--- src/rtl/mem_access_unit_if.sv ---
// mem_access_unit_if: request/response and RAM-side bus of the load/store unit.
// master = control unit + RAM; slave = mem_access_unit.
interface mem_access_unit_if #(
  parameter int ADDR_W = 9
);
  logic              start;
  logic              rw;
  logic [1:0]        size;
  logic              sign_ext;
  logic [31:0]       addr;
  logic [31:0]       wdata;
  logic              busy;
  logic              mfc;
  logic              align_err;
  logic [31:0]       rdata;
  logic              ram_en;
  logic              ram_we;
  logic [ADDR_W-1:0] ram_addr;
  logic [31:0]       ram_wdata;
  logic [31:0]       ram_rdata;

  modport master (
    output start, rw, size, sign_ext,
    output addr, wdata, ram_rdata,
    input  busy, mfc, align_err, rdata,
    input  ram_en, ram_we, ram_addr, ram_wdata
  );

  modport slave (
    input  start, rw, size, sign_ext,
    input  addr, wdata, ram_rdata,
    output busy, mfc, align_err, rdata,
    output ram_en, ram_we, ram_addr, ram_wdata
  );
endinterface

--- src/rtl/mem_access_unit.sv ---
// mem_access_unit: MAR/MDR load/store sequencer with sub-word RMW and MFC pulse.
// Ports: clk, rst_n (async low), bus (mem_access_unit_if.slave). Macro: MAU_MISALIGN_TRAP_EN.
module mem_access_unit #(
  parameter int ADDR_W      = 9,
  parameter int WAIT_CYCLES = 2
) (
  input logic              clk,
  input logic              rst_n,
  mem_access_unit_if.slave bus
);

  typedef enum logic [2:0] {
    S_IDLE,
    S_ACC_RD,
    S_ACC_WR,
    S_RMW_RD,
    S_RMW_WR,
    S_DONE
  } state_t;

  localparam logic [2:0] LP_LAST = 3'(WAIT_CYCLES);

  state_t      r_state;
  state_t      w_nxt;
  logic [2:0]  r_cnt;
  logic [31:0] r_mar;
  logic [31:0] r_mdr;
  logic [31:0] r_rdata;
  logic [1:0]  r_size;
  logic        r_sext;
  logic        r_busy;
  logic        r_mfc;
  logic        r_aerr;
  logic        r_ram_en;
  logic        r_ram_we;

  logic        w_acc;
  logic        w_last;
  logic        w_mis;
  logic [1:0]  w_size_n;
  logic [31:0] w_addr_n;
  logic [4:0]  w_bsh;
  logic [7:0]  w_byte;
  logic [15:0] w_half;
  logic [31:0] w_load;
  logic [31:0] w_merge;
  logic        w_unused;

  assign w_acc  = (r_state == S_IDLE) && bus.start;
  assign w_last = (r_cnt == LP_LAST);

  always_comb begin
    w_size_n = bus.size;
    w_addr_n = bus.addr;
    w_mis    = 1'b0;
`ifdef MAU_MISALIGN_TRAP_EN
    unique case (bus.size)
      2'b01:   w_mis = bus.addr[0];
      2'b10:   w_mis = |bus.addr[1:0];
      2'b11:   w_mis = 1'b1;
      default: w_mis = 1'b0;
    endcase
`else
    if (bus.size == 2'b11) w_size_n = 2'b10;
    if (w_size_n == 2'b01) w_addr_n[0] = 1'b0;
    if (w_size_n == 2'b10) w_addr_n[1:0] = 2'b00;
`endif
  end

  always_comb begin
    w_nxt = r_state;
    unique case (r_state)
      S_IDLE: begin
        if (bus.start) begin
          unique case (1'b1)
            w_mis:
              w_nxt = S_DONE;
            !w_mis && bus.rw:
              w_nxt = S_ACC_RD;
            !w_mis && !bus.rw && (w_size_n == 2'b10):
              w_nxt = S_ACC_WR;
            default:
              w_nxt = S_RMW_RD;
          endcase
        end
      end
      S_ACC_RD: if (w_last) w_nxt = S_DONE;
      S_ACC_WR: if (w_last) w_nxt = S_DONE;
      S_RMW_RD: if (w_last) w_nxt = S_RMW_WR;
      S_RMW_WR: if (w_last) w_nxt = S_DONE;
      S_DONE:   w_nxt = S_IDLE;
      default:  w_nxt = S_IDLE;
    endcase
  end

  // Big-endian lanes: byte offset 0 lives in bits [31:24].
  always_comb begin
    w_bsh  = {~r_mar[1:0], 3'b000};
    w_byte = bus.ram_rdata[w_bsh +: 8];
    w_half = r_mar[1] ? bus.ram_rdata[15:0]
                      : bus.ram_rdata[31:16];
    unique case (r_size)
      2'b00:
        w_load = {{24{r_sext & w_byte[7]}}, w_byte};
      2'b01:
        w_load = {{16{r_sext & w_half[15]}}, w_half};
      default:
        w_load = bus.ram_rdata;
    endcase
    w_merge = bus.ram_rdata;
    if (r_size == 2'b00)
      w_merge[w_bsh +: 8] = r_mdr[7:0];
    else if (r_mar[1])
      w_merge[15:0] = r_mdr[15:0];
    else
      w_merge[31:16] = r_mdr[15:0];
  end

  always_ff @(posedge clk or negedge rst_n) begin
    if (!rst_n) begin
      r_state <= S_IDLE;
      r_cnt   <= 3'd0;
    end else begin
      r_state <= w_nxt;
      if ((w_nxt != r_state) || (r_state == S_IDLE))
        r_cnt <= 3'd0;
      else
        r_cnt <= r_cnt + 3'd1;
    end
  end

  // Outputs are registered from the next state so they line up
  // with the state they describe.
  always_ff @(posedge clk or negedge rst_n) begin
    if (!rst_n) begin
      r_mar    <= '0;
      r_mdr    <= '0;
      r_rdata  <= '0;
      r_size   <= 2'b00;
      r_sext   <= 1'b0;
      r_busy   <= 1'b0;
      r_mfc    <= 1'b0;
      r_aerr   <= 1'b0;
      r_ram_en <= 1'b0;
      r_ram_we <= 1'b0;
    end else begin
      if (w_acc) begin
        r_mar  <= w_addr_n;
        r_mdr  <= bus.wdata;
        r_size <= w_size_n;
        r_sext <= bus.sign_ext;
      end
      // MDR takes the merged word so RMW_WR writes it unchanged.
      if ((r_state == S_RMW_RD) && w_last)
        r_mdr <= w_merge;
      if ((r_state == S_ACC_RD) && w_last)
        r_rdata <= w_load;
      r_busy   <= (w_nxt != S_IDLE);
      r_mfc    <= (w_nxt == S_DONE);
      r_aerr   <= w_acc && w_mis;
      r_ram_en <= (w_nxt == S_ACC_RD) || (w_nxt == S_ACC_WR)
               || (w_nxt == S_RMW_RD) || (w_nxt == S_RMW_WR);
      r_ram_we <= (w_nxt == S_ACC_WR) || (w_nxt == S_RMW_WR);
    end
  end

  assign bus.busy      = r_busy;
  assign bus.mfc       = r_mfc;
  assign bus.rdata     = r_rdata;
  assign bus.ram_en    = r_ram_en;
  assign bus.ram_we    = r_ram_we;
  assign bus.ram_addr  = r_mar[ADDR_W+1:2];
  assign bus.ram_wdata = r_mdr;

`ifdef MAU_MISALIGN_TRAP_EN
  assign bus.align_err = r_aerr;
  assign w_unused      = ^{r_mar[31:ADDR_W+2]};
`else
  assign bus.align_err = 1'b0;
  assign w_unused      = ^{r_mar[31:ADDR_W+2], r_aerr};
`endif

endmodule

--- src/flat_wrapper.sv ---
// flat-port wrapper written by rule: the top's interface ports become plain ports
module mem_access_unit_flat 
#(
  parameter int ADDR_W      = 9,
  parameter int WAIT_CYCLES = 2
)
  (clk, rst_n, bus_start, bus_rw, bus_size, bus_sign_ext, bus_addr, bus_wdata, bus_ram_rdata, bus_busy, bus_mfc, bus_align_err, bus_rdata, bus_ram_en, bus_ram_we, bus_ram_addr, bus_ram_wdata);
  mem_access_unit_if #(.ADDR_W(ADDR_W)) bus_i ();
  input logic clk;
  input logic rst_n;
  input wire logic [$bits(bus_i.start)-1:0] bus_start;
  input wire logic [$bits(bus_i.rw)-1:0] bus_rw;
  input wire logic [$bits(bus_i.size)-1:0] bus_size;
  input wire logic [$bits(bus_i.sign_ext)-1:0] bus_sign_ext;
  input wire logic [$bits(bus_i.addr)-1:0] bus_addr;
  input wire logic [$bits(bus_i.wdata)-1:0] bus_wdata;
  input wire logic [$bits(bus_i.ram_rdata)-1:0] bus_ram_rdata;
  output wire logic [$bits(bus_i.busy)-1:0] bus_busy;
  output wire logic [$bits(bus_i.mfc)-1:0] bus_mfc;
  output wire logic [$bits(bus_i.align_err)-1:0] bus_align_err;
  output wire logic [$bits(bus_i.rdata)-1:0] bus_rdata;
  output wire logic [$bits(bus_i.ram_en)-1:0] bus_ram_en;
  output wire logic [$bits(bus_i.ram_we)-1:0] bus_ram_we;
  output wire logic [$bits(bus_i.ram_addr)-1:0] bus_ram_addr;
  output wire logic [$bits(bus_i.ram_wdata)-1:0] bus_ram_wdata;
  assign bus_i.start = bus_start;
  assign bus_i.rw = bus_rw;
  assign bus_i.size = bus_size;
  assign bus_i.sign_ext = bus_sign_ext;
  assign bus_i.addr = bus_addr;
  assign bus_i.wdata = bus_wdata;
  assign bus_i.ram_rdata = bus_ram_rdata;
  assign bus_busy = bus_i.busy;
  assign bus_mfc = bus_i.mfc;
  assign bus_align_err = bus_i.align_err;
  assign bus_rdata = bus_i.rdata;
  assign bus_ram_en = bus_i.ram_en;
  assign bus_ram_we = bus_i.ram_we;
  assign bus_ram_addr = bus_i.ram_addr;
  assign bus_ram_wdata = bus_i.ram_wdata;
  mem_access_unit #(.ADDR_W(ADDR_W), .WAIT_CYCLES(WAIT_CYCLES)) u_core (.clk(clk), .rst_n(rst_n), .bus(bus_i));
endmodule
--- config.mk ---
export PLATFORM = sky130hd
export DESIGN_NAME = mem_access_unit_flat
export DESIGN_NICKNAME = d
export VERILOG_FILES = /design/src/rtl/mem_access_unit_if.sv /design/src/rtl/mem_access_unit.sv /design/src/flat_wrapper.sv
export SDC_FILE = /design/constraint.sdc
export NUM_CORES = 1
export LEC_CHECK = 0
export CAP_MARGIN = 20
export CORE_ASPECT_RATIO = 0.75
export CORE_MARGIN = 3
export CORE_UTILIZATION = 41
export CTS_BUF_LIST = sky130_fd_sc_hd__clkbuf_8
export DETAILED_ROUTE_END_ITERATION = 7
export PLACE_DENSITY = 0.74
export SLEW_MARGIN = 20
export SYNTH_ARGS = -nofsm -noshare
export SYNTH_HDL_FRONTEND = slang
export SYNTH_SLANG_ARGS = --single-unit
--- constraint.sdc ---
create_clock -name clk -period 2.7 [get_ports clk]
set_clock_uncertainty 0.2 [all_clocks]
set_input_delay 0.54 -clock clk [delete_from_list [all_inputs] [get_ports clk]]
set_output_delay 0.54 -clock clk [all_outputs]
set_load 0.02 [all_outputs]
==> results of run 1 <==
-- routing by layer --
metal  GRT usage (%)  share of wire, %  vias up
li1                -                 -     2124
met1           38.13                47     2182
met2           34.63                42      263
met3           6.763                10       23
met4           5.351               1.2        0
met5               0                 0        -
-- power breakdown --
part	switching, uW	internal (uW)	leakage [uW]
Combinational	2640	2230	0.00175
Sequential	549	1950	0.00106
Clock	465	608	0.000118
Total	3660	4780	0.00292
-- logic make-up (layout without fill, tap and decap cells) --
kind of cell	after synthesis	count (layout)	share of synthesized area, %
compound gates	149	149	23.01
xor+xnor	2	2	0.3691
fa+ha+maj	7	7	1.845
buf+inv	72	231	7.327
flops	88	88	46.39
mux	18	18	4.428
other cells	1	1	0.07900
simple gates	170	170	16.55
-- registers in the layout (all words and copies together), names as in the netlist --
signal,flops
u_core.bus.ram_en,1
u_core.r_cnt,3
u_core.bus.ram_we,1
u_core.bus.busy,1
u_core.bus.ram_wdata,32
u_core.bus.mfc,1
u_core.r_state,3
u_core.r_size,2
u_core.r_mar,11
u_core.r_sext,1
u_core.bus.rdata,32
-- cell usage in the layout (no fill, tap or decap), types with 3 or more instances in the layout --
master	n
ha_1	7
bufinv_16	3
nor2b_1	3
mux2i_1	3
dfrtp_1	88
a222oi_1	7
a32oi_1	9
a21o_1	10
clkbuf_8	9
nand2b_1	6
o22ai_1	7
mux2_2	14
nand3_1	11
nand2_1	96
a21oi_1	35
nor2_1	32
buf_4	25
o21ai_0	24
a221oi_1	18
a221o_1	16
inv_1	32
clkdlybuf4s50_1	157
a211oi_1	4
o221ai_1	8
-- per-stage QoR --
stage | area (um2) | worst slack, ns | power (uW) | utilization (%)
after global routing | 6739 | 0.1867 | 8968 | 60.67
after detailed placement | 6492 | 0.1952 | 7339 | 58.45
after floorplan | 4747 | 0.1264 | 5318 | -
after CTS | 6739 | 0.3814 | 8446 | 60.67
final | 6739 | 0.3624 | 8440 | 60.67
after global placement | 6492 | 0.2384 | 7203 | 58.45
-- worst max-delay path: stages (launching register included) --
cell and delay (ns):
dfrtp_1 0.52, inv_1 0.17, ha_1 0.37, nand4b_1 0.14
nor2b_1 0.58, a221oi_1 0.21
-- final cells by class --
class                   instances  area, um2  share of cell area [%]
repair buffers                185       1809                   26.85
well taps                     140      175.2                   2.599
inverters                      30      112.6                   1.671
flip-flops and latches         88       2202                   32.68
multi-input cells             347       2203                   32.70
clock inverters                 7      112.6                   1.671
clock buffers                   9      123.9                   1.838
-- worst paths after layout --
check	end	slack [ns]	cells after the start
setup / recovery	u_core.bus.ram_wdata[7]	0.36	5
hold / removal	u_core.r_cnt[0]	0.27	1
setup reg to reg	u_core.bus.ram_wdata[7]	0.36	5
hold reg to reg	u_core.r_cnt[0]	0.27	1
max in group asynchronous	u_core.bus.ram_wdata[30]	1.09	3
min in group asynchronous	u_core.r_state[0]	0.53	2
==> summary.md, run 1 <==
| Metric | Value |
|---|---|
| Synth area leaders | `dfrtp_1 (46%), nand2_1 (7.6%), a21oi_1 (3.7%)` |
| CORE AREA | `roughly 0.011 mm2` |
| Clock Pin Slew Worst Setup and Hold Paths | `0.09 ns` |
| Worst-Margin Slew | `0.6917 ns` |
| DRC errors left | `0` |
| Tmin final | `2.338 ns` |
| Clock Latency Late Sink | `0.36 ns` |
| Post-Syn Instances | `507` |
| Final Hold Viols | `0` |
| Async SR Flop Fraction | `100.0%` |
| DR vias/cell | `5.697` |
| Synthesized area | `0.004747 mm2` |
| Row count | `33` |
| # diodes | `0` |
| Largest net degree at the start of global routing | `47` |
| Post-synth EDFFs | `0` |
| Syn nets | `617` |
| Min-Delay Path Class | `reg -> reg` |
| Final std cells w/o fill | `around 800` |
| Worst vdd ir | `0.0006169 V` |
| RSZ-0062 raised after global routing | `false` |
| Worst hold start | `u_core.r_cnt[0]` |
| Post-CTS resize count | `0` |
| PD cells | `1252 mW/mm2` |
| Clk buf depth | `2` |
| Crit path required time | `2.72 ns` |
| Top FF cell, synth | `dfrtp_1` |
| Nets | `771` |
| GR Util All Layers | `about 25%` |
| Die span in y | `99.19 um` |
| Outcome | `finished clean` |
| Clk root buf | `clkbuf_8` |
| Initial antenna violation count | `0` |
| Setup TNS | `0 ns` |
| Number of global-route vias before repair | `between 4000 and 5000` |
| Post-route ant nets | `0` |
| Layout cells sized above 1 | `10.51%` |
| Mean Syn Cell Area | `between 9 and 10 um2` |
| Overflow after GRT | `0` |
| Top-count cell post-synth | `nand2_1` |
| Initial core utilization | `42.74%` |
| Syn. warnings | `0` |
| IO buf count | `about 160` |
| CP Max Fanout | `8` |
| Die X | `around 130 um` |
| Max-slew headroom | `53.79%` |
| Flops & latches, synth | `88` |
| Average wire per standard cell | `20.08 um` |
| Fin. max-slew vios | `0` |
| CTS tree | `done` |
| Sequential share of the synthesized area | `46.39%` |
| CTS Sinks | `88` |
| Crit path DAT | `2.35 ns` |
| H-tree depth | `3` |
| Critical Path Start Type | `register` |
| Critical path type | `reg -> reg` |
| TritonRoute pass-1 iters | `7` |
| Fmax | `0.4278 GHz` |
| # setup viols final | `0` |
| Die area | `roughly 0.013 mm2` |
| Max Cap Viol | `0` |
| # hold bufs at CTS | `1` |
| Via count | `4592` |
| Leak Pwr | `0.002924 uW` |
| First-pass GRT wire length | `between 20000 and 25000 um` |
| Post-CTS Setup Inserts | `0` |
| Synth top area share | `46.39%` |
| CTS Buf Count | `9` |
| Syn-to-layout area delta | `41.96%` |
| Routability cong. | `0.8825` |
| Area leader, netlist | `dfrtp_1` |
| I/O Pins | `181` |
| Most frequent cells after synthesis | `nand2_1 (96), dfrtp_1 (88), a21oi_1 (35)` |
| Worst setup path start | `u_core.r_mar[0]` |
| Post-synth cell types | `52` |
| Fillcell total | `912` |
| Worst hold slack | `0.2657 ns` |
| WL final | `roughly 16000 um` |
| DRT iter0 DRCs | `468` |
| Hpwl dp | `12210 um` |
| Inst Count DP | `789` |
| RR Startpoint | `u_core.r_mar[0]` |
| Final period utilization | `86.58%` |
| Crit path capture type | `register` |
(Power assumes the default switching activity.)
==> run 2, diff against run 1 <==
Settings changed: GPL_ROUTABILITY_DRIVEN set to 0.
==> summary.md, run 2 (synthesized netlist as in run 1, its figures left out) <==
| Metric | Value |
|---|---|
| Clock share of power | `12.1% (was 12.7%)` |
| Setup TNS | `0 ns (unchanged)` |
| Initial antenna violation count | `0 (unchanged)` |
| PD cells | `1252 mW/mm2 (about the same)` |
| Min-Delay Path Class | `reg -> reg (unchanged)` |
| WL final | `16250 um (was 16180 um)` |
| Crit path DAT | `2.44 ns (was 2.35 ns)` |
| Fin. max-slew vios | `0 (unchanged)` |
| Crit path required time | `2.71 ns (was 2.72 ns)` |
| Worst-Margin Slew | `0.6779 ns (was 0.6917 ns)` |
| TritonRoute pass-1 iters | `6 (was 7)` |
| Post-Place Worst Slack | `0.1930 ns (was 0.1952 ns)` |
| Final core utilization | `60.41% (was 60.67%)` |
| Overflow after GRT | `0 (unchanged)` |
| Sequential Area | `0.002202 mm2 (unchanged)` |
| Clk root buf | `clkbuf_8 (unchanged)` |
| Max-slew headroom | `54.72% (was 53.79%)` |
| I/O Pins | `181 (unchanged)` |
| Initial core utilization | `42.74% (unchanged)` |
| Post-CTS Setup Inserts | `0 (unchanged)` |
| Hpwl dp | `12350 um (was 12210 um)` |
| CORE AREA | `0.01111 mm2 (unchanged)` |
| Commonest non-fill, non-tap cell in the layout | `clkdlybuf4s50_1 (unchanged)` |
| CTS Sinks | `88 (unchanged)` |
| # diodes | `0 (unchanged)` |
| Die span in y | `99.19 um (unchanged)` |
| Number of global-route vias before repair | `4541 (was 4329)` |
| First-pass GRT wire length | `25320 um (was 24600 um)` |
| Clk buf depth | `2 (unchanged)` |
| Clock Latency Late Sink | `0.36 ns (about the same)` |
| Average wire per standard cell | `20.22 um (was 20.08 um)` |
| GR Util All Layers | `25.33% (was 24.74%)` |
| Combinational power share | `57.7% (about the same)` |
| H-tree depth | `3 (unchanged)` |
| Int Power | `4711 uW (was 4785 uW)` |
| Fillcell total | `957 (was 912)` |
| Syn-to-layout area delta | `41.35% (was 41.96%)` |
| Max Cap Viol | `0 (unchanged)` |
| DR vias/cell | `5.850 (was 5.697)` |
| Tmin final | `2.428 ns (was 2.338 ns)` |
| Sw Share | `43.91% (was 43.31%)` |
| IO buf count | `158 (unchanged)` |
| Die X | `130.3 um (unchanged)` |
| Via count | `4703 (was 4592)` |
| Critical path type | `reg -> reg (unchanged)` |
| CTS tree | `done (unchanged)` |
| DRT iter0 DRCs | `455 (was 468)` |
| Worst vdd ir | `0.0006015 V (was 0.0006169 V)` |
| CP Max Fanout | `17 (was 8)` |
| Fmax | `0.4119 GHz (was 0.4278 GHz)` |
| Post-CTS resize count | `0 (unchanged)` |
| Critical Path Start Type | `register (unchanged)` |
| Total area of multi-input combinational cells | `0.002203 mm2 (unchanged)` |
| P_sw | `3688 uW (was 3655 uW)` |
| RSZ-0062 raised after global routing | `false (unchanged)` |
| DRC errors left | `0 (unchanged)` |
| Die area | `0.01292 mm2 (unchanged)` |
| Outcome | `finished clean (unchanged)` |
| Sequential Power Share | `30.2% (was 29.6%)` |
| Crit path capture type | `register (unchanged)` |
| Layout cells sized above 1 | `10.24% (was 10.51%)` |
| Final std cells w/o fill | `804 (was 806)` |
| Leak Pwr | `0.002915 uW (was 0.002924 uW)` |
| Clock Pin Slew Worst Setup and Hold Paths | `0.08 ns (was 0.09 ns)` |
| Largest net degree at the start of global routing | `47 (unchanged)` |
| Nets | `769 (was 771)` |
| Inst Count DP | `787 (was 789)` |
| Row count | `33 (unchanged)` |
| Most frequent cells in the layout | `clkdlybuf4s50_1 (157), nand2_1 (96), dfrtp_1 (88) (unchanged)` |
| # setup viols final | `0 (unchanged)` |
| Final Hold Viols | `0 (unchanged)` |
| CTS Buf Count | `9 (unchanged)` |
| Setup slack after layout | `0.2723 ns (was 0.3624 ns)` |
| Final period utilization | `89.92% (was 86.58%)` |
| Post-route ant nets | `0 (unchanged)` |
-- run 2: per-stage QoR --
step / power [uW] / area, um2 / hold WS [ns]
global placement: 7182 / 6477 / 0.2419
CTS: 8385 / 6710 / 0.2658
detailed placement: 7330 / 6477 / 0.2548
floorplan: 5318 / 4747 / 0.04441
finish: 8399 / 6710 / 0.2653
global route: 8939 / 6710 / 0.3067
-- run 2: area by class of cell --
cell class	count	share of cell area (%)
multi-input combinational	347	32.84
sequential	88	32.82
timing repair buffer	183	26.74
tap	140	2.610
clock buffer	10	2.051
inverter	30	1.678
clock inverter	6	1.268
-- run 2: worst paths after layout --
kind                                       start                        to  cells past startpoint  slack [ns]
worst max-delay path            u_core.r_size[0]   u_core.bus.ram_wdata[7]                      4        0.27
worst min-delay path             u_core.r_cnt[0]           u_core.r_cnt[0]                      1        0.27
worst max register to register  u_core.r_size[0]   u_core.bus.ram_wdata[7]                      4        0.27
worst min register to register   u_core.r_cnt[0]           u_core.r_cnt[0]                      1        0.27
max in group asynchronous                  rst_n  u_core.bus.ram_wdata[30]                      3        1.08
min in group asynchronous                  rst_n         u_core.bus.ram_we                      2        0.53
-- run 2: timing repair --
item	CTS	global route
endpoints found under the setup margin	0	0
hold buffers	1	0
endpoints found under the hold margin	25	0
-- run 2: per-layer routing --
layer  up-vias  part of all wire [%]  wire, um  GRT usage, %
met5         -                     0         0             0
met1      2253                    44      7218         38.15
li1       2121                     -         -             -
met2       306                    43      6908         36.05
met3        23                    11      1846         7.246
met4         0                   1.7       280         5.911
-- run 2: worst max-delay path: stages, from the launching register on --
cell and delay, ns:
dfrtp_1 0.60, o21ai_1 0.50, nand4_1 0.20, nor2b_1 0.58, a221oi_1 0.19
-- run 2: power groups by stage --
stage / clock [uW] / combinational (uW) / sequential (uW)
floorplan: 0 / 2400 / 2920
finish: 1020 / 4850 / 2530
global placement: 0 / 4670 / 2510
global route: 1090 / 5220 / 2630
CTS: 1040 / 4820 / 2520
detailed placement: 0 / 4790 / 2540
==> run 3, diff against run 2 <==
Settings changed: REMOVE_ABC_BUFFERS set to 1.
==> summary.md, run 3 (synthesized netlist as in run 1, its figures left out) <==
| Metric | Value |
|---|---|
| Critical Path Sink | `u_core.bus.ram_wdata[0] (was u_core.bus.ram_wdata[7])` |
| WL final | `15900 um (was 16250 um)` |
| Nets | `767 (was 769)` |
| Die span in y | `99.19 um (unchanged)` |
| Tmin final | `2.515 ns (was 2.428 ns)` |
| Min-Delay Path Class | `reg -> reg (unchanged)` |
| Power, Total | `8304 uW (was 8399 uW)` |
| Initial antenna violation count | `0 (unchanged)` |
| Worst r2r path cells | `4 (unchanged)` |
| Fin. max-slew vios | `0 (unchanged)` |
| CTS Sinks | `88 (unchanged)` |
| PD cells | `1246 mW/mm2 (was 1252 mW/mm2)` |
| Layout cells sized above 1 | `10.27% (was 10.24%)` |
| Worst flop-to-flop path endpoint | `u_core.bus.ram_wdata[0] (was u_core.bus.ram_wdata[7])` |
| Die X | `130.3 um (unchanged)` |
| GRT met1 Usage | `36.08% (was 38.15%)` |
| Die area | `0.01292 mm2 (unchanged)` |
| DRC errors left | `0 (unchanged)` |
| TritonRoute pass-1 iters | `6 (unchanged)` |
| Outcome | `finished clean (unchanged)` |
| Row count | `33 (unchanged)` |
| Post-CTS Setup Inserts | `0 (unchanged)` |
| Crit path DAT | `2.53 ns (was 2.44 ns)` |
| RSZ-0062 raised after global routing | `false (unchanged)` |
| Commonest non-fill, non-tap cell in the layout | `clkdlybuf4s50_1 (unchanged)` |
| Worst vdd ir | `0.0007174 V (was 0.0006015 V)` |
| Crit path required time | `2.72 ns (was 2.71 ns)` |
| IO buf count | `158 (unchanged)` |
| Via count | `4613 (was 4703)` |
| Clk root buf | `clkbuf_8 (unchanged)` |
| Leak Pwr | `0.002876 uW (was 0.002915 uW)` |
| Final Hold Viols | `0 (unchanged)` |
| First-pass GRT wire length | `24470 um (was 25320 um)` |
| # setup viols final | `0 (unchanged)` |
| Clock Pin Slew Worst Setup and Hold Paths | `0.10 ns (was 0.08 ns)` |
| Post-route ant nets | `0 (unchanged)` |
| Hpwl dp | `11900 um (was 12350 um)` |
| Max Cap Viol | `0 (unchanged)` |
| Final period utilization | `93.14% (was 89.92%)` |
| CORE AREA | `0.01111 mm2 (unchanged)` |
| GR Util All Layers | `24.30% (was 25.33%)` |
| Syn-to-layout area delta | `40.35% (was 41.35%)` |
| RR Startpoint | `u_core.r_size[0] (unchanged)` |
| R2r setup slk | `0.19 ns (was 0.27 ns)` |
| CP Max Fanout | `17 (unchanged)` |
| CTS Buf Count | `9 (unchanged)` |
| DRT iter0 DRCs | `438 (was 455)` |
| Critical Path Start Type | `register (unchanged)` |
| DR vias/cell | `5.752 (was 5.850)` |
| Initial core utilization | `42.74% (unchanged)` |
| Critical path type | `reg -> reg (unchanged)` |
| H-tree depth | `3 (unchanged)` |
| Average wire per standard cell | `19.83 um (was 20.22 um)` |
| Clock Latency Late Sink | `0.37 ns (was 0.36 ns)` |
| Met3 Track Usage GR | `8.052% (was 7.246%)` |
| Final std cells w/o fill | `802 (was 804)` |
| Clk buf depth | `2 (unchanged)` |
| Largest net degree at the start of global routing | `55 (was 47)` |
| Post-CTS resize count | `0 (unchanged)` |
| Fmax | `0.3976 GHz (was 0.4119 GHz)` |
| Number of global-route vias before repair | `4416 (was 4541)` |
| M2 GR Usage | `34.91% (was 36.05%)` |
| Most frequent cells in the layout | `clkdlybuf4s50_1 (157), nand2_1 (96), dfrtp_1 (88) (unchanged)` |
| Gr busiest metal | `met1 (unchanged)` |
| Max-slew headroom | `46.38% (was 54.72%)` |
| # diodes | `0 (unchanged)` |
| I/O Pins | `181 (unchanged)` |
| CTS tree | `done (unchanged)` |
| Inst Count DP | `785 (was 787)` |
| Crit path capture type | `register (unchanged)` |
| Worst setup path start | `u_core.r_size[0] (unchanged)` |
| Overflow after GRT | `0 (unchanged)` |
| Worst hold start | `u_core.r_cnt[0] (unchanged)` |
| Worst-Margin Slew | `0.8005 ns (was 0.6779 ns)` |
-- run 3: layout make-up --
cell class              instances  area, um2
fillers                       915       4444
multi-input cells             347       2203
flip-flops and latches         88       2202
repair buffers                181       1767
well taps                     140      175.2
clock buffers                   9      123.9
inverters                      30      112.6
clock inverters                 7      78.83
-- run 3: per-layer routing --
metal	vias to the layer above	wire, um
met4	0	201
met1	2182	7017
met3	19	1988
met5	-	0
met2	295	6693
li1	2117	-
-- run 3: report_power, final --
group	internal [uW]	switching (uW)	total, uW
sequential	1950	544	2490
clock	436	514	950
combinational	2190	2670	4860
-- run 3: worst min path at each step --
stage,slack [ns],cells after the start,to
after floorplan,0.04,0,u_core.bus.busy
after global placement,0.24,1,u_core.r_cnt[0]
after detailed placement,0.26,2,u_core.r_mar[6]
after CTS,0.28,1,u_core.r_cnt[0]
after global routing,0.30,1,u_core.r_cnt[0]
final,0.27,1,u_core.r_cnt[0]
-- run 3: worst max-delay path: stages, from the launching register on --
cell      delay (ns)
dfrtp_1         0.62
nor2_2          0.47
nand4b_1        0.19
a31oi_1         0.66
a221oi_1        0.22
-- run 3: timing repair --
item	CTS	global route
setup endpoints to repair	0	0
hold endpoints to repair	34	0
hold buffers	1	0
-- run 3: stage by stage --
step	utilization, %	setup slack (ns)	hold slack, ns	TNS (ns)	area, um2
floorplan	-	-0.1708	0.04441	-1.379	4512
global placement	58.07	0.2045	0.2414	0	6450
detailed placement	58.07	0.1687	0.2635	0	6450
CTS	59.99	0.2527	0.2762	0	6663
global route	59.99	0.07860	0.2970	0	6663
finish	59.99	0.1851	0.2690	0	6663
==> RTL edit 1 (config.mk and constraints of run 1) <==
Re-encode `state_t` (6 states) as one-hot, 6 bits wide.
--- a/src/rtl/mem_access_unit.sv
+++ b/src/rtl/mem_access_unit.sv
@@ -9,13 +9,13 @@
   mem_access_unit_if.slave bus
 );
 
-  typedef enum logic [2:0] {
-    S_IDLE,
-    S_ACC_RD,
-    S_ACC_WR,
-    S_RMW_RD,
-    S_RMW_WR,
-    S_DONE
+  typedef enum logic [5:0] {
+    S_IDLE   = 6'b000001,
+    S_ACC_RD = 6'b000010,
+    S_ACC_WR = 6'b000100,
+    S_RMW_RD = 6'b001000,
+    S_RMW_WR = 6'b010000,
+    S_DONE   = 6'b100000
   } state_t;
 
   localparam logic [2:0] LP_LAST = 3'(WAIT_CYCLES);
Function: no difference found for any inputs over 10 cycles, from zero or initial values and one cycle with rst_n low; not proved beyond that.
==> RTL edit 1 against run 1 <==
  * Routed wire length decreased by 2.8%
  * Sequential cell count increased by 3
  * Design area about the same
  * Critical endpoint is now u_core.bus.ram_wdata[4]$_DFFE_PN0P_
  * Worst setup slack got worse by 210 ps
  * Synthesized area increased by 3.1%
  * Power decreased by 11%
  * First-iteration DRC count increased by 15%
==> RTL edit 1: results (changes against run 1) <==
Outcome
  • Status: finished, final reports clean (unchanged)

Placement
  • Dpl hpwl: 12,100 µm (was 12,200 µm)
  • Gp weighted congestion: 0.912 (was 0.883)

Pwr
  • Leak: 0.00298 µW (was 0.00292 µW)
  • Int Pwr: 4180 µW (was 4780 µW)
  • Highest ir drop seen on vdd: 0.665 mV (was 0.617 mV)

Critical path
  • CP max FO: 11 (was 8)
  • Arr. time, crit path: 2600 ps (was 2350 ps)
  • Crit path max-delay family: flip-flops (was simple AND/OR/NAND/NOR gates)
  • Crit-path slowest cell: dfrtp_1 (was nor2b_1)

Timing
  • Worst-Margin Slew: 796 ps (was 692 ps)

Logic synthesis
  • Synth Area in Compound Gates: 19.7% (was 23.0%)
  • Top cells by area, synth: dfrtp_1 (46%), nand2_1 (8.9%), a221oi_1 (3.9%) (was dfrtp_1 (46%), nand2_1 (7.6%), a21oi_1 (3.7%))
  • Most common library cells after synthesis: nand2_1 (116), dfrtp_1 (90), nor2_1 (39) (was nand2_1 (96), dfrtp_1 (88), a21oi_1 (35))
  • XOR/XNOR share of the synthesized area: 0.537% (was 0.369%)
  • Synth cell types: 54 (was 52)
  • Syn Nets: 645 (was 617)
  • Post-synthesis sequential area ratio: 46.6% (was 46.4%)

Drt
  • DR vias/cell: 5.62 (was 5.70)
  • Pre-Repair DR Iteration Count: 5 (was 7)
  • Initial drt markers: 538 (was 468)
  • Routed len/inst: 18.8 µm (was 20.1 µm)

Global route
  • Vias in the first global route: 4,668 (was 4,329)
  • Global-route wire length before repair: 25,000 µm (was 24,600 µm)
  • Total GRT Usage: 23.9% (was 24.7%)

Finish
  • Final nets: 787 (was 771)
  • Filler cell count: 956 (was 912)
RTL edit 1: area by class of cell:
type                    count  share of cell area, %
clock buffers              10                   2.04
clock inverters             6                  0.390
inverters                  14                  0.780
multi-input cells         385                   34.4
flip-flops and latches     91                   33.8
well taps                 157                   2.91
repair buffers            176                   25.6
RTL edit 1: per-layer routing:
layer,up-vias,GRT usage (%),routed length (µm)
met5,-,0,0
met2,245,37.6,7150
li1,2183,-,-
met4,0,7.02,316
met3,33,5.54,1320
met1,2256,33.4,6950
RTL edit 1: stage by stage:
step	std cells	power, µW	setup TNS (ps)	instance area [µm²]	utilization [%]
floorplan	535	4930	0	4890	-
global placement	822	6550	0	6570	58.3
detailed placement	822	6660	-36.8	6570	58.3
CTS	839	7490	0	6740	59.8
global route	839	7970	0	6740	59.8
finish	839	7480	0	6740	59.8
RTL edit 1: power groups by stage:
stage                     logic, µW  registers (µW)  clock network, µW
after detailed placement       4170            2490                  0
after global placement         4080            2470                  0
after CTS                      4200            2470                821
final                          4200            2480                804
after floorplan                2080            2860                  0
after global routing           4540            2550                881
RTL edit 1: worst paths after layout:
kind,to,cells after the start,start,slack (ps)
setup / recovery,u_core.bus.ram_wdata[4]$_DFFE_PN0P_,5,u_core.r_mar[1]$_DFFE_PN0P_,150
hold / removal,u_core.r_mar[4]$_DFFE_PN0P_,2,u_core.r_mar[4]$_DFFE_PN0P_,280
setup reg to reg,u_core.bus.ram_wdata[4]$_DFFE_PN0P_,5,u_core.r_mar[1]$_DFFE_PN0P_,150
hold reg to reg,u_core.r_mar[4]$_DFFE_PN0P_,2,u_core.r_mar[4]$_DFFE_PN0P_,280
max in group asynchronous,u_core.r_sext$_DFFE_PN0P_,3,rst_n,1120
min in group asynchronous,u_core.bus.ram_wdata[27]$_DFFE_PN0N_,2,rst_n,510
==> RTL edit 2 (flow settings as in run 1) <==
Made on the original files. `ADDR_W` is set to 9 in 3 places; all go to 8.
--- a/src/rtl/mem_access_unit_if.sv
+++ b/src/rtl/mem_access_unit_if.sv
@@ -1,7 +1,7 @@
 // mem_access_unit_if: request/response and RAM-side bus of the load/store unit.
 // master = control unit + RAM; slave = mem_access_unit.
 interface mem_access_unit_if #(
-  parameter int ADDR_W = 9
+  parameter int ADDR_W = 8
 );
   logic              start;
   logic              rw;
--- a/src/rtl/mem_access_unit.sv
+++ b/src/rtl/mem_access_unit.sv
@@ -1,7 +1,7 @@
 // mem_access_unit: MAR/MDR load/store sequencer with sub-word RMW and MFC pulse.
 // Ports: clk, rst_n (async low), bus (mem_access_unit_if.slave). Macro: MAU_MISALIGN_TRAP_EN.
 module mem_access_unit #(
-  parameter int ADDR_W      = 9,
+  parameter int ADDR_W      = 8,
   parameter int WAIT_CYCLES = 2
 ) (
   input logic              clk,
--- a/src/flat_wrapper.sv
+++ b/src/flat_wrapper.sv
@@ -1,7 +1,7 @@
 // flat-port wrapper written by rule: the top's interface ports become plain ports
 module mem_access_unit_flat 
 #(
-  parameter int ADDR_W      = 9,
+  parameter int ADDR_W      = 8,
   parameter int WAIT_CYCLES = 2
 )
   (clk, rst_n, bus_start, bus_rw, bus_size, bus_sign_ext, bus_addr, bus_wdata, bus_ram_rdata, bus_busy, bus_mfc, bus_align_err, bus_rdata, bus_ram_en, bus_ram_we, bus_ram_addr, bus_ram_wdata);
Interface: changed (resized bus_ram_addr); port bits go from 181 to 180. The function was not compared with the original's and may differ.
==> RTL edit 2 against run 1 <==
  * Via count fell by 1.3%
  * Synthesized area fell by 0.47%
  * First-iteration DRC count is 25% lower
  * Routed wire length is 3.5% lower
  * Sequential share of layout area about the same
  * Sequential cell count fell by 1
  * Combinational power is 1% lower
  * Power shrank 2.0%
  * Utilization down 0.47 points
  * Worst setup slack got worse by 18 ps
  * Design area fell by 1.2%
  * Largest cell class unchanged
  * Highest routed layer unchanged
==> RTL edit 2: results (changes against run 1) <==
Hold path
  • Worst hold stages: 1 (unchanged)

Finish
  • Layout cells sized above 1: 10.8% (was 10.5%)
  • FF+latch area: 2180 µm² (was 2200 µm²)
  • Final nets: 765 (was 771)
  • Count of multi-input gates: 344 (was 347)
  • Filler cell count: 949 (was 912)
  • Finished Layout Cells: 798 (was 806)
  • Data buffer area share: 26.9% (was 26.8%)
  • Post-route cell area: 6660 µm² (was 6740 µm²)
  • Footprint of the multi-input gates: 2210 µm² (was 2200 µm²)
  • Nonclk inv count: 30 (unchanged)
  • Final clock-cell share: 2.99% (was 3.51%)
  • Buffers, non-clock: 183 (was 185)

Drt
  • Pre-Repair DR Iteration Count: 8 (was 7)
  • Final antenna-violating net count: 0 (unchanged)
  • Metal3 WL: 1380 µm (was 1680 µm)
  • Routed wl met2: 6720 µm (was 6780 µm)
  • Met1 Wirelength: 7340 µm (was 7530 µm)
  • Routed vias: 4,532 (was 4,592)
  • Initial drt markers: 349 (was 468)
  • Total Wirelength: 15,600 µm (was 16,200 µm)

Placement
  • Dpl hpwl: 11,900 µm (was 12,200 µm)
  • Worst slack, placed: 169 ps (was 195 ps)
  • Cell Area, Placed: 6450 µm² (was 6490 µm²)
  • Placed cells: 783 (was 789)
  • Gp weighted congestion: 0.926 (was 0.883)
  • I/O Buffers: 156 (was 158)

Clock network
  • Clock sinks: 87 (was 88)
  • Max Buffers Root-to-Sink: 2 (unchanged)

Outcome
  • Status: finished, final reports clean (unchanged)

Logic synthesis
  • Synth cell types: 51 (was 52)
  • Top cells by area, synth: dfrtp_1 (46%), nand2_1 (7.4%), a21oi_1 (3.7%) (was dfrtp_1 (46%), nand2_1 (7.6%), a21oi_1 (3.7%))
  • Post-synthesis sequential area ratio: 46.1% (was 46.4%)
  • Syn Nets: 612 (was 617)
  • Synth Warn #: 0 (unchanged)
  • Syn Inst Count: 502 (was 507)
  • Most common library cells after synthesis: nand2_1 (93), dfrtp_1 (87), a21oi_1 (35) (was nand2_1 (96), dfrtp_1 (88), a21oi_1 (35))

Timing
  • Worst Hold Slack: 266 ps (about the same)
  • Worst-Margin Slew: 660 ps (was 692 ps)
  • Final worst path period share: 87.2% (was 86.6%)
  • Setup WS post-layout: 345 ps (was 362 ps)

Pwr
  • Highest ir drop seen on vdd: 0.601 mV (was 0.617 mV)
  • Leak: 0.00288 µW (was 0.00292 µW)
  • Net Sw Power: 3620 µW (was 3660 µW)

Global route
  • Vias in the first global route: 4,319 (was 4,329)
  • Largest net degree at the start of global routing: 56 (was 47)
  • Global-route wire length before repair: 23,700 µm (was 24,600 µm)
  • Total GRT Usage: 23.9% (was 24.7%)

Critical path
  • CP startpoint: u_core.r_cnt[0]$_DFF_PN0_ (was u_core.r_mar[0]$_DFFE_PN0P_)
  • Arr. time, crit path: 2370 ps (was 2350 ps)
  • Number of cells on the worst reg-to-reg path: 6 (was 5)

Floorplanning
  • Die footprint: 12,900 µm² (about the same)
RTL edit 2: changes by cell type after synthesis, sizes merged:
cell   change
and2b      -1
nor2b      +1
dfrtp      -1
nand2      -3
buf        -1
RTL edit 2: routing by layer:
layer / GRT usage [%] / vias up
li1: - / 2100
met1: 36.4 / 2185
met2: 34.4 / 230
met3: 5.80 / 17
met4: 5.03 / 0
met5: 0 / -
RTL edit 2: cells by family (layout without fill, tap and decap cells):
group	Yosys count	after routing	share of synthesized area [%]
xor gates and xnor gates	2	2	0.371
adders and majority gates	7	7	1.85
AOI/OAI and AO/OA	149	149	23.5
and+or+nand+nor	167	167	16.5
DFF	87	87	46.1
other	1	1	0.0794
buffers and inverters	71	227	7.18
muxes	18	18	4.45
RTL edit 2: power by group through the flow:
stage | Combinational (µW) | Sequential [µW] | Clock [µW]
global route | 5130 | 2590 | 1030
finish | 4800 | 2500 | 967
detailed placement | 4760 | 2510 | 0
global placement | 4650 | 2490 | 0
floorplan | 2400 | 2890 | 0
CTS | 4790 | 2490 | 988
